[src/rtl/riscv_lsu.sv]
// riscv_lsu: load/store unit fed by the ALU result (address) and rs2 (store
// data); runs one data-memory access per start over a mem_req/mem_ack pair.
//
// Ports:
//   clk, rst          clock, synchronous active-high reset
//   start             request pulse, sampled only in IDLE
//   is_store, funct3  access kind and RISC-V width/sign field
//   addr, wdata       effective address and store data
//   busy, done, err   stall, one-cycle completion, error (valid with done)
//   rdata_out         formatted load result
//   misaligned        misalignment flag (valid with done)
//   mem_*             data-memory request side
//
// Macro LSU_MISALIGN_CHECK_EN: when defined, misaligned half/word accesses
// complete with err/misaligned and issue no request; when undefined the
// offending low address bits are dropped and the access proceeds.
module riscv_lsu #(
  parameter int ACK_TIMEOUT = 15
) (
  input  logic        clk,
  input  logic        rst,
  input  logic        start,
  input  logic        is_store,
  input  logic [2:0]  funct3,
  input  logic [31:0] addr,
  input  logic [31:0] wdata,
  output logic        busy,
  output logic        done,
  output logic        err,
  output logic [31:0] rdata_out,
  output logic        misaligned,
  output logic        mem_req,
  output logic        mem_we,
  output logic [31:0] mem_addr,
  output logic [3:0]  mem_be,
  output logic [31:0] mem_wdata,
  input  logic [31:0] mem_rdata,
  input  logic        mem_ack
);

  localparam int CW = (ACK_TIMEOUT > 1) ? $clog2(ACK_TIMEOUT + 1) : 1;

  typedef enum logic [1:0] {
    IDLE,
    ACCESS,
    DONE
  } state_t;

  state_t          state;
  logic            st_q;
  logic [2:0]      f3_q;
  logic [1:0]      off_q;
  logic [CW-1:0]   cnt;

  logic            is_byte;
  logic            is_half;
  logic            legal;
  logic            mis;
  logic [1:0]      o;
  logic [1:0]      eo;
  logic [3:0]      be_n;
  logic [31:0]     wd_n;

  logic [7:0]      lb;
  logic [15:0]     lh;
  logic [31:0]     fmt;

  assign is_byte = (funct3[1:0] == 2'b00);
  assign is_half = (funct3[1:0] == 2'b01);
  assign o       = addr[1:0];

  // Loads: 000,001,010,100,101. Stores: 000,001,010.
  assign legal = is_store
    ? (!funct3[2] && funct3[1:0] != 2'b11)
    : (funct3[1:0] != 2'b11 && funct3 != 3'b110);

`ifdef LSU_MISALIGN_CHECK_EN
  assign mis = (is_half && o[0]) ||
               (funct3[1:0] == 2'b10 && o != 2'b00);
  assign eo  = o;
`else
  // Misalignment is never reported; drop the bits below the access size.
  assign mis = 1'b0;
  assign eo  = is_byte ? o :
               is_half ? {o[1], 1'b0} : 2'b00;
`endif

  always_comb begin
    be_n = 4'b1111;
    wd_n = wdata;
    unique case (1'b1)
      is_byte: begin
        be_n = 4'b0001 << eo;
        wd_n = {4{wdata[7:0]}};
      end
      is_half: begin
        be_n = 4'b0011 << {eo[1], 1'b0};
        wd_n = {2{wdata[15:0]}};
      end
      default: ;
    endcase
    if (!is_store) wd_n = '0;
  end

  // Load lane select uses the offset latched at start.
  assign lb = mem_rdata[{off_q, 3'b000} +: 8];
  assign lh = mem_rdata[{off_q[1], 4'b0000} +: 16];

  always_comb begin
    fmt = mem_rdata;
    unique case (1'b1)
      (f3_q[1:0] == 2'b00): fmt = {{24{lb[7] & ~f3_q[2]}}, lb};
      (f3_q[1:0] == 2'b01): fmt = {{16{lh[15] & ~f3_q[2]}}, lh};
      default: ;
    endcase
  end

  always_ff @(posedge clk) begin
    if (rst) begin
      state      <= IDLE;
      st_q       <= 1'b0;
      f3_q       <= '0;
      off_q      <= '0;
      cnt        <= '0;
      busy       <= 1'b0;
      done       <= 1'b0;
      err        <= 1'b0;
      misaligned <= 1'b0;
      rdata_out  <= '0;
      mem_req    <= 1'b0;
      mem_we     <= 1'b0;
      mem_addr   <= '0;
      mem_be     <= '0;
      mem_wdata  <= '0;
    end else begin
      case (state)
        IDLE: begin
          if (start) begin
            st_q  <= is_store;
            f3_q  <= funct3;
            off_q <= eo;
            cnt   <= '0;
            busy  <= 1'b1;
            if (!legal || mis) begin
              state      <= DONE;
              done       <= 1'b1;
              err        <= 1'b1;
              misaligned <= legal & mis;
            end else begin
              state     <= ACCESS;
              mem_req   <= 1'b1;
              mem_we    <= is_store;
              mem_addr  <= {addr[31:2], 2'b00};
              mem_be    <= be_n;
              mem_wdata <= wd_n;
            end
          end
        end
        ACCESS: begin
          if (mem_ack) begin
            if (!st_q) rdata_out <= fmt;
            state     <= DONE;
            done      <= 1'b1;
            mem_req   <= 1'b0;
            mem_we    <= 1'b0;
            mem_addr  <= '0;
            mem_be    <= '0;
            mem_wdata <= '0;
          end else if (ACK_TIMEOUT > 0 &&
                       cnt == CW'(ACK_TIMEOUT - 1)) begin
            state     <= DONE;
            done      <= 1'b1;
            err       <= 1'b1;
            rdata_out <= '0;
            mem_req   <= 1'b0;
            mem_we    <= 1'b0;
            mem_addr  <= '0;
            mem_be    <= '0;
            mem_wdata <= '0;
          end else if (ACK_TIMEOUT > 0) begin
            cnt <= cnt + CW'(1);
          end
        end
        DONE: begin
          state      <= IDLE;
          busy       <= 1'b0;
          done       <= 1'b0;
          err        <= 1'b0;
          misaligned <= 1'b0;
        end
        default: state <= IDLE;
      endcase
    end
  end

endmodule

[config.mk]
export PLATFORM = sky130hd
export DESIGN_NAME = riscv_lsu
export DESIGN_NICKNAME = d
export VERILOG_FILES = /design/src/rtl/riscv_lsu.sv
export SDC_FILE = /design/constraint.sdc
export NUM_CORES = 1
export LEC_CHECK = 0
export CAP_MARGIN = 5
export CORE_ASPECT_RATIO = 1.4
export CORE_MARGIN = 1.5
export CORE_UTILIZATION = 46
export DETAILED_ROUTE_END_ITERATION = 8
export PLACE_DENSITY_LB_ADDON = 0.25
export SYNTH_ARGS = -nofsm -noshare
export SYNTH_HDL_FRONTEND = slang
export SYNTH_SLANG_ARGS = --single-unit
[constraint.sdc]
create_clock -name clk -period 3.8 [get_ports clk]
set_clock_uncertainty 0.05 [all_clocks]
set_input_delay 0.38 -clock clk [delete_from_list [all_inputs] [get_ports clk]]
set_output_delay 0.38 -clock clk [all_outputs]
set_load 0.02 [all_outputs]
==> metrics <==
total number of vias=~4,500; f_max=383 MHz; synth unique cells=between 60 and 70; PostCTS Resize Cnt=0; Total Wirelength=14,700 µm; endpoint type of the worst setup path=flip-flop; Startpoint Class=flip-flop; final hold vios=0; largest net degree at the start of global routing=66; share of the synthesized area in the top cell type=45.5%; Slew @ Worst Pin=0.867 ns; Synth area leader=dfxtp_1; Critical Path Max Stage Delay=between 0.6 and 0.7 ns; Residual DRC=0; relative slew slack=~42%; VDD IR max=0.000332 V; RePlAce Congestion=0.849; Mapped Cells=482; Pwr per Cell Area=480 mW/mm²; gr ovfl total=0; Ys Warns=0; CTS Hold Bufs=0; final instance area=about 0.0077 mm²; Worst-path clk slew=0.05 ns; first drt pass iteration count=4; final layout net count=783; Final period util=68.6%; Worst EP required=between 4 and 5 ns; Crit-path slowest cell=and4bb_1; Tmin final=2.61 ns; Worst Setup Path Type=reg2reg; number of buffers created by CTS=17; fraction of layout cells with a size suffix above 1=10.6%; initial antenna violation count=0; post-detail-place hpwl=10,300 µm; Critical Path, Cell by Cell=inv_1 > ha_1 > and4bb_1 > nor2b_4 > a21boi_4 > a221o_1; most common cell in the netlist=dfxtp_1; Layout area overhead=52.7%; min-delay worst type=reg2reg; Clk Latency, worst-skew pair=0.40 ns; H-Tree Depth=4; die area=roughly 0.012 mm²; fin. max-slew vios=0; post-synth design cell area=0.00506 mm²; Overall Power=0.00371 W; number of global-route vias before repair=~4,500; CTS Sinks=115; global-route wire length before repair=23,100 µm; Starting Density=~47%; Setup-failing EPs final=0; Clock Tree Root=clkbuf_16; Area contributors post-synth=dfxtp_1 45%, a22o_1 8.0%, mux2i_1 6.3%, nand2_1 3.5%, a221o_1 3.2%; RSZ-0062 raised after global routing=false; syn avg cell area=10.5 µm²; post-DR wirelength/cell=17.8 µm; antenna cell count=0; status=finished, final reports clean; Core ar.=0.0108 mm²; EDFF count, synth=0; leakage power=between 2 and 3 nW; CTS tree=built; I/O Buffers=206; antenna-violating nets left=0; Arr. time, crit path=between 2 and 3 ns; Rows=45; Primary FF master, synth=dfxtp_1; Seq/Total Area, Yosys=a little under half; Tot GR Track Use=25.4%; CTS max path bufs=2; # Post-CTS Setup Buffers=0; flip-flop and latch count after synthesis=115; most frequent cells after synthesis=115 x dfxtp_1, 47 x nand2_1, 46 x a22o_1, 32 x mux2i_1, 21 x o21ai_0; Layout Utilization=71.5%; Die X=around 92 µm; Ports=210; largest fanout on the critical path=18; Max Cap Viol=0; Synth async-reset ratio=0%; total negative setup slack=0 ns; Starting DRT DRC Count=about 260; vias per cell=5.49; die height=roughly 130 µm; Placement Cell Area=0.00707 mm²
## cell families (layout without fill, tap and decap cells)
group	after synthesis	in the layout	synth area share, %
buf+inv	50	252	6.35
mux	42	42	8.62
compound gates	158	158	26.6
simple gates	110	110	11.5
flops	115	115	45.5
other cells	1	3	0.0740
xor+xnor	1	1	0.173
fa+ha+maj	5	5	1.24
## area by class of cell
type | instances | area [µm²]
clock buffers | 17 | 425
clock inverters | 14 | 236
fillers | 814 | 3080
inverters | 10 | 37.5
multi-input cells | 319 | 2460
flip-flops and latches | 115 | 2300
well taps | 141 | 176
repair buffers | 211 | 2100
## worst max-delay path: cells and delay by family, from the launching register on
family	cells	cell delay (ns)
adders and majority gates	1	0.50
and+or+nand+nor	2	0.93
AOI/OAI and AO/OA	2	0.63
buffers and inverters	1	0.10
DFF	1	0.33
## per-layer routing
| layer | up-vias | track usage, % | wire [µm] |
|---|---|---|---|
| met4 | 0 | 12.2 | 448 |
| met2 | 189 | 43.0 | 7490 |
| li1 | 2173 | - | - |
| met5 | - | 0 | 0 |
| met3 | 27 | 10.2 | 1190 |
| met1 | 2152 | 27.3 | 5600 |
## metrics by stage
stage               hold WS (ns)  cells  worst slack [ns]
global route               0.426    827              1.01
CTS                        0.399    827              1.22
global placement           0.386    796              1.19
floorplan                  0.390    484              2.03
detailed placement         0.392    796              1.09
finish                     0.397    827              1.19
## worst paths after layout
| check | cells after the start | to | startpoint | slack (ns) |
|---|---|---|---|---|
| worst min-delay path | 2 | rdata_out[5] | rdata_out[5] | 0.40 |
| worst max register to register | 6 | rdata_out[28] | state[1] | 1.19 |
| worst min register to register | 2 | rdata_out[5] | rdata_out[5] | 0.40 |
| worst max-delay path | 6 | rdata_out[28] | state[1] | 1.19 |
## flip-flops by register name, summed over array words and instances, names as in the netlist
| signal | flops |
|---|---|
| busy | 1 |
| cnt | 4 |
| done | 1 |
| err | 1 |
| f3_q | 3 |
| mem_addr | 30 |
| mem_be | 4 |
| mem_req | 1 |
| mem_wdata | 32 |
| mem_we | 1 |
| off_q | 2 |
| rdata_out | 32 |
| st_q | 1 |
| state | 2 |
## cell usage in the layout, fill, tap and decap left out, drive strengths merged, types with 2 or more instances in the layout
cell type and instances:
nor2 14, a32oi 2, a21o 2, o31ai 3, and2b 3, conb 3, nor3 2, nand2b 17
a211oi 3, clkinvlp 5, o21ai 30, a211o 2, a21oi 15, inv 10, o2bb2ai 14, or2b 2
bufinv 6, buf 5, mux2i 32, a22o 46, nand2 47, clkdlybuf4s50 206, or3 3, dfxtp 115
nand3 8, a32o 13, ha 5, clkinv 3, mux2 10, nor2b 6, and2 2, a31oi 2
o211ai 2, clkbuf 17, a31o 2, a221o 16
## power breakdown
part / internal (W) / switching, W
clock: 0.00122 / 0.000555
sequential: 0.00127 / 0.0000496
combinational: 0.000301 / 0.000311
total: 0.00279 / 0.000916
No activity file was read; power rests on OpenSTA's default activity.
